$ cat config.mk
export PLATFORM = sky130hd
export DESIGN_NAME = dt_ctrl
export DESIGN_NICKNAME = d
export VERILOG_FILES = /design/src/rtl/dt_pkg.sv /design/src/rtl/dt_sti_loader.sv /design/src/rtl/dt_ctrl.sv
export SDC_FILE = /design/constraint.sdc
export NUM_CORES = 1
export LEC_CHECK = 0
export CAP_MARGIN = 10
export CORE_ASPECT_RATIO = 0.9
export CORE_MARGIN = 2
export CORE_UTILIZATION = 40
export DETAILED_ROUTE_END_ITERATION = 7
export HOLD_SLACK_MARGIN = 0.15
export PLACE_DENSITY = 0.76
export SETUP_SLACK_MARGIN = 0.5
export SLEW_MARGIN = 25
export SYNTH_ARGS = -nofsm -noshare
export SYNTH_HDL_FRONTEND = slang
export SYNTH_SLANG_ARGS = --single-unit
export TNS_END_PERCENT = 50
$ cat constraint.sdc
create_clock -name clk -period 2 [get_ports clk]
set_input_delay 0.3 -clock clk [delete_from_list [all_inputs] [get_ports clk]]
set_output_delay 0.3 -clock clk [all_outputs]
set_load 0.05 [all_outputs]
$ cat src/rtl/dt_pkg.sv
// Shared types and constants for the distance-transform sequencer.
// The optional cycle counter in dt_ctrl is enabled with DT_PERF_CNT_EN.
package dt_pkg;

  localparam int STI_AW    = 10;
  localparam int STI_DW    = 16;
  localparam int RES_AW    = 14;
  localparam int PIX_W     = 8;
  localparam int IMG_W     = 128;
  localparam int IMG_PIX   = 16384;
  localparam int STI_WORDS = 1024;
  localparam int CYC_W     = 20;

  typedef enum logic [2:0] {
    IDLE,
    LOAD,
    FWD,
    BWD,
    DONE
  } dt_state_e;

endpackage

$ cat src/rtl/dt_sti_loader.sv
// Unpacks 1-bit-per-pixel sti words into a stream of res pixel writes,
// prefetching the next word while the last pixel of the current one is written.
module dt_sti_loader
  import dt_pkg::*;
#(
  parameter int P_STI_AW = STI_AW,
  parameter int P_STI_DW = STI_DW,
  parameter int P_RES_AW = RES_AW
) (
  input  logic                clk,
  input  logic                reset,
  input  logic                load_en,
  input  logic [P_STI_DW-1:0] sti_di,
  output logic                sti_rd,
  output logic [P_STI_AW-1:0] sti_addr,
  output logic                load_wr,
  output logic [P_RES_AW-1:0] load_addr,
  output logic                load_bit,
  output logic                load_done
);

  localparam int SH = $clog2(P_STI_DW);

  logic                r_fetched;
  logic [P_RES_AW-1:0] r_pix;
  logic [P_STI_DW-1:0] r_shift;

  logic [P_STI_AW-1:0] w_word;
  logic [SH-1:0]       w_sub;
  logic                w_first;
  logic                w_prefetch;
  logic [P_STI_DW-1:0] w_src;

  assign w_word  = r_pix[P_RES_AW-1:SH];
  assign w_sub   = r_pix[SH-1:0];
  assign w_first = (w_sub == '0);
  // Pixel 0 of a word comes straight off sti_di; the rest from the shifter.
  assign w_src   = w_first ? sti_di : r_shift;

  assign load_wr    = load_en & r_fetched;
  assign load_addr  = r_pix;
  assign load_bit   = w_src[P_STI_DW-1];
  assign w_prefetch = load_wr & (&w_sub) & ~(&w_word);
  assign sti_rd     = (load_en & ~r_fetched) | w_prefetch;
  assign sti_addr   = w_prefetch ? (w_word + 1'b1) : '0;
  assign load_done  = load_wr & (&r_pix);

  always_ff @(posedge clk) begin
    // NOTE: non-blocking so every flop samples the pre-edge values.
    if (!reset || !load_en) begin
      r_fetched <= 1'b0;
      r_pix     <= '0;
      r_shift   <= '0;
    end else if (!r_fetched) begin
      r_fetched <= 1'b1;
    end else begin
      r_shift <= {w_src[P_STI_DW-2:0], 1'b0};
      if (!(&r_pix)) r_pix <= r_pix + 1'b1;
    end
  end

endmodule

$ cat src/rtl/dt_ctrl.sv
// Distance-transform top sequencer: load sti into res, run forward then backward
// engines, then hold done. Define DT_PERF_CNT_EN to add the cyc_cnt output.
module dt_ctrl
  import dt_pkg::*;
#(
  parameter int P_STI_AW = STI_AW,
  parameter int P_STI_DW = STI_DW,
  parameter int P_RES_AW = RES_AW,
  parameter int P_PIX_W  = PIX_W
) (
  input  logic                clk,
  input  logic                reset,
  output logic                sti_rd,
  output logic [P_STI_AW-1:0] sti_addr,
  input  logic [P_STI_DW-1:0] sti_di,
  output logic                res_rd,
  output logic                res_wr,
  output logic [P_RES_AW-1:0] res_addr,
  output logic [P_PIX_W-1:0]  res_do,
  output logic                done,
  output logic                for_load_en,
  output logic                for_en,
  input  logic                for_load_done,
  input  logic                for_done,
  input  logic                for_op_done,
  input  logic [P_RES_AW-1:0] res_addr_for,
  input  logic [P_PIX_W-1:0]  res_do_for,
  output logic                back_load_en,
  output logic                back_en,
  input  logic                back_load_done,
  input  logic                back_done,
  input  logic                back_op_done,
  input  logic [P_RES_AW-1:0] res_addr_back,
  input  logic [P_PIX_W-1:0]  res_do_back
`ifdef DT_PERF_CNT_EN
  ,
  output logic [CYC_W-1:0]    cyc_cnt
`endif
);

  dt_state_e r_state, w_next;

  logic                w_load_en;
  logic                w_load_wr;
  logic [P_RES_AW-1:0] w_load_addr;
  logic                w_load_bit;
  logic                w_load_done;
  logic                w_unused;

  // The engines report load completion to themselves; the sequencer only needs op_done.
  assign w_unused  = ^{for_load_done, back_load_done};
  assign w_load_en = (r_state == LOAD);

  dt_sti_loader #(
    .P_STI_AW(P_STI_AW),
    .P_STI_DW(P_STI_DW),
    .P_RES_AW(P_RES_AW)
  ) u_loader (
    .clk      (clk),
    .reset    (reset),
    .load_en  (w_load_en),
    .sti_di   (sti_di),
    .sti_rd   (sti_rd),
    .sti_addr (sti_addr),
    .load_wr  (w_load_wr),
    .load_addr(w_load_addr),
    .load_bit (w_load_bit),
    .load_done(w_load_done)
  );

  always_ff @(posedge clk) begin
    if (!reset) r_state <= IDLE;
    else        r_state <= w_next;
  end

  always_comb begin
    // NOTE: every output gets a default first so no path infers a latch.
    w_next       = r_state;
    res_rd       = 1'b0;
    res_wr       = 1'b0;
    res_addr     = '0;
    res_do       = '0;
    done         = 1'b0;
    for_load_en  = 1'b0;
    for_en       = 1'b0;
    back_load_en = 1'b0;
    back_en      = 1'b0;
    unique case (r_state)
      IDLE: w_next = LOAD;
      LOAD: begin
        res_wr   = w_load_wr;
        res_addr = w_load_addr;
        res_do   = w_load_wr ? P_PIX_W'(w_load_bit) : '0;
        if (w_load_done) w_next = FWD;
      end
      FWD: begin
        for_load_en = 1'b1;
        for_en      = 1'b1;
        res_addr    = res_addr_for;
        res_do      = res_do_for;
        res_wr      = for_done;
        res_rd      = ~for_done;
        if (for_op_done) w_next = BWD;
      end
      BWD: begin
        back_load_en = 1'b1;
        back_en      = 1'b1;
        res_addr     = res_addr_back;
        res_do       = res_do_back;
        res_wr       = back_done;
        res_rd       = ~back_done;
        if (back_op_done) w_next = DONE;
      end
      DONE: done = 1'b1;
      default: w_next = IDLE;
    endcase
  end

`ifdef DT_PERF_CNT_EN
  logic [CYC_W-1:0] r_cyc_cnt;
  logic             w_busy;

  assign w_busy  = (r_state == LOAD) || (r_state == FWD) || (r_state == BWD);
  assign cyc_cnt = r_cyc_cnt;

  always_ff @(posedge clk) begin
    if (!reset)                      r_cyc_cnt <= '0;
    else if (w_busy && !(&r_cyc_cnt)) r_cyc_cnt <= r_cyc_cnt + 1'b1;
  end
`endif

endmodule

==> results <==
- 0 antenna diodes ended up in the layout.
- The root buffer selected by CTS is sky130_fd_sc_hd__clkbuf_8.
- For this run, the number of Yosys warnings is 0.
- At the end of routability-driven placement, the weighted congestion stood at around 0.84.
- After floorplanning, the core was sized to cover between 5000 and 6000 sq um.
- The setup-violating endpoint count in the final report is 22.
- Setup slack on the critical path of the routed design comes to -0.217 ns.
- The run finished, with violations left.
- The synthesized design contains 0 enable-type register cells.
- Global routing finished with a remaining overflow of 0.
- The final reports fail on negative setup slack.
- The arrival time at the worst endpoint is 1.92 ns.
- Along the worst path, the maximum fanout reaches 9.
- The total of hold buffers inserted after clock tree synthesis is 0.
- The count of nets left with antenna violations once routing finished came out at 0.
- The global routing usage summed across all routing layers is 0.327.
- A synthesized cell averages about 8.1 sq um.
- The worst hold path belongs to the class reg2reg.
- The clock transition time at the flip-flop clock pins of the worst setup and hold paths is approximately 0.08 ns.
- At the pin with the least slew margin, the transition time is 0.474 ns.
- The number of cells produced by synthesis is ~280.
- The final-report hold violation count is 0.
- The pre-CTS setup slack is roughly 0.18 ns.
- The endpoint type of the worst setup path is an output pin.
- The analysis attributes to cell leakage a power of about 0.0019 uW.
- The global-route wire length before repair is ~16 mm.
- The die footprint is a little over 6000 sq um.
- The final route contains about 3200 vias.
- The clock drives 33 sinks.
- Using the TritonRoute via totals, the vias-per-cell ratio works out to 6.54.
- The H-tree was split into 2 levels.
- The row count is 25.
- The number of remaining DRC errors is 0.
- The overall die height is between 70 and 80 um.
- Timing would allow up to ~450 MHz.
- The worst setup path is of the reg2out kind.
- The setup clock skew after layout is approximately 0.0060 ns.
- The worst IR drop on VDD is 0.700 mV.
- The number of global-route vias before repair came to a little under 3000.
- The final net count is roughly 490.
- The synthesized design contains 33 register bits.
- Power spread over the standard cell area amounts to slightly above 300 nW/um^2.
- The final instance area is about 5000 sq um.
- The total clock buffers created by CTS is 5.
- The latest clock arrival within the worst-skew pair is between 0.2 and 0.3 ns.
- The share of the cycle needed by the critical path after routing is 1.11.
- The initial utilization of the core area, before any placement, comes to 0.420.
- Input and output buffers added on the ports amount to 105.
- The nature of the critical path startpoint is a register.
- Dividing the detail-routed wire length by the instance count gives 28.1 um.
- Relative to the synthesized area, the layout overhead comes to 126%.
- The number of buffers on the longest clock path is 2.
- The TritonCTS clock tree is yes.
- When the netlist entered floorplanning its net count stood at ~350.
- The setup TNS is -2.37 ns.
- In the synthesized netlist the async set-or-reset flop fraction comes to 0.
- The sequential cell area fraction in the yosys report is 0.294.
- The die is slightly above 80 um wide.
- The worst pin sits at a relative slew slack of 0.683.
- The time the worst path needs with I/O delays and setup is 2.22 ns.
- The max-slew violation total from the final report is 0.
- The total wire length after detailed routing is between 10 and 15 mm.
- Summing every instance area after synthesis gives roughly 2200 sq um.
- The violation count after the first detailed-route iteration is ~320.
- The required arrival time at the worst endpoint is between 1.5 and 2 ns.
- Setup repair after global routing could not meet its margin everywhere.
- In this run, distinct cell masters in the synthesized netlist total between 40 and 50.
- Once detailed placement completed, the half-perimeter wirelength came to 5.77 mm.
- Overall power consumption after layout is estimated at 1570 uW.
- Entering global routing, the biggest net connects 37 pins.
- The tool flagged a number of max-cap violations equal to 0.
- The area of placed instances is roughly 4200 sq um.
- Among all flip-flop cells after synthesis, the most frequent one is sky130_fd_sc_hd__dfxtp_1.
- The share of final-layout standard cells stronger than drive strength 1 is 0.558.
- Pin placement for this block handled around 110 I/O pins.
- The number of antenna violations at the first check in global routing is 0.
- On the final layout, the worst hold slack is 0.513 ns.
- The number of iterations in the first detailed-routing pass is 5.
[through the flow]
stage,cells,utilization
3_5_place_dp,452,0.791
4_1_cts,481,0.900
6_report,488,0.947
2_1_floorplan,277,-
3_3_place_gp,452,0.791
5_1_grt,488,0.947
[cell families after synthesis]
group,Yosys count,share of synthesized area
AOI/OAI and AO/OA,72,0.227
DFF,33,0.294
adders and majority gates,3,0.0167
muxes,27,0.127
xor gates and xnor gates,10,0.0390
and+or+nand+nor,99,0.223
buffers and inverters,33,0.0724
[cells in the mapped netlist (5+ instances only)]
library cell	instances	area, sq um
sky130_fd_sc_hd__a22o_1	7	61.3
sky130_fd_sc_hd__xor2_1	5	43.8
sky130_fd_sc_hd__nor2_1	45	169
sky130_fd_sc_hd__clkbuf_1	14	52.6
sky130_fd_sc_hd__a211oi_1	14	105
sky130_fd_sc_hd__mux2_2	12	135
sky130_fd_sc_hd__mux2i_1	15	150
sky130_fd_sc_hd__a21oi_1	12	60.1
sky130_fd_sc_hd__a22oi_1	16	120
sky130_fd_sc_hd__nand3_1	6	30.0
sky130_fd_sc_hd__nand2_1	13	48.8
sky130_fd_sc_hd__xnor2_1	5	43.8
sky130_fd_sc_hd__o31ai_1	5	37.5
sky130_fd_sc_hd__inv_1	8	30.0
sky130_fd_sc_hd__buf_2	5	25.0
sky130_fd_sc_hd__dfxtp_1	33	661
sky130_fd_sc_hd__o21ai_0	11	55.1
[metal layers]
metal	vias to the layer above	part of all wire	global-route usage
met4	0	0.065	0.146
li1	1292	-	-
met3	97	0.092	0.0680
met1	1506	0.36	0.383
met5	-	0	0
met2	295	0.49	0.592
[flip-flops by register name, summed over array words and instances, names as in the netlist]
signal / count
u_loader.r_fetched: 1
u_loader.load_addr: 14
u_loader.r_shift: 15
r_state: 3
[critical path, cell delays in order (launching register included)]
cell and delay (ns):
sky130_fd_sc_hd__dfxtp_2 0.36, sky130_fd_sc_hd__ha_4 0.14, sky130_fd_sc_hd__nand4_1 0.20, sky130_fd_sc_hd__or2_4 0.34, sky130_fd_sc_hd__o21bai_4 0.15, sky130_fd_sc_hd__buf_12 0.19, sky130_fd_sc_hd__nor2_4 0.06, sky130_fd_sc_hd__buf_12 0.16
[what timing repair did]
| item | 4_1_cts | 5_1_grt |
|---|---|---|
| buffers inserted | 20 | 7 |
| gates resized for setup | 73 | 51 |
| pin swaps | 45 | 67 |
| endpoints found under the setup margin | 67 | 70 |
| gates cloned | 1 | 0 |
[cell type report]
cell class / instances / area (sq um)
multi-input cells: 211 / 2120
flip-flops and latches: 33 / 686
repair buffers: 161 / 2050
well taps: 67 / 83.8
fillers: 122 / 283
clock buffers: 7 / 86.3
clock inverters: 1 / 7.51
inverters: 8 / 35.0
[cell usage in the layout (no fill, tap or decap), types with 4 or more instances in the layout]
master	count
sky130_fd_sc_hd__buf_4	29
sky130_fd_sc_hd__dfxtp_4	5
sky130_fd_sc_hd__o21ai_1	4
sky130_fd_sc_hd__o31ai_1	5
sky130_fd_sc_hd__or3_4	4
sky130_fd_sc_hd__mux2i_1	8
sky130_fd_sc_hd__xor2_1	4
sky130_fd_sc_hd__a22oi_2	16
sky130_fd_sc_hd__mux2i_2	7
sky130_fd_sc_hd__nand4_1	4
sky130_fd_sc_hd__buf_6	19
sky130_fd_sc_hd__nand2_1	11
sky130_fd_sc_hd__xnor2_1	4
sky130_fd_sc_hd__clkbuf_8	6
sky130_fd_sc_hd__nor2_2	8
sky130_fd_sc_hd__a21oi_2	6
sky130_fd_sc_hd__nor2_4	20
sky130_fd_sc_hd__inv_1	5
sky130_fd_sc_hd__nand3_1	5
sky130_fd_sc_hd__a211oi_1	9
sky130_fd_sc_hd__mux2_4	11
sky130_fd_sc_hd__dfxtp_1	23
sky130_fd_sc_hd__nor2_1	17
sky130_fd_sc_hd__buf_12	46
sky130_fd_sc_hd__a211oi_2	5
sky130_fd_sc_hd__clkdlybuf4s50_1	65
sky130_fd_sc_hd__a21oi_1	6
sky130_fd_sc_hd__dfxtp_2	5
sky130_fd_sc_hd__a22o_4	7
[power by group]
| group | leakage [uW] | total (uW) | switching [uW] | internal (uW) |
|---|---|---|---|---|
| combinational | 0.00153 | 341 | 151 | 190 |
| sequential | 0.000274 | 677 | 13.0 | 664 |
| clock | 0.0000445 | 555 | 275 | 280 |
[final timing paths]
kind | depth (start not counted) | to | slack [ns] | startpoint
hold reg to reg | 2 | u_loader.r_shift[3] | 0.51 | u_loader.r_shift[3]
setup / recovery | 7 | sti_addr[2] | -0.22 | u_loader.load_addr[5]
hold / removal | 2 | u_loader.r_shift[3] | 0.51 | u_loader.r_shift[3]
setup reg to reg | 9 | u_loader.load_addr[4] | -0.04 | u_loader.load_addr[5]
No activity file was read; power rests on OpenSTA's default activity.
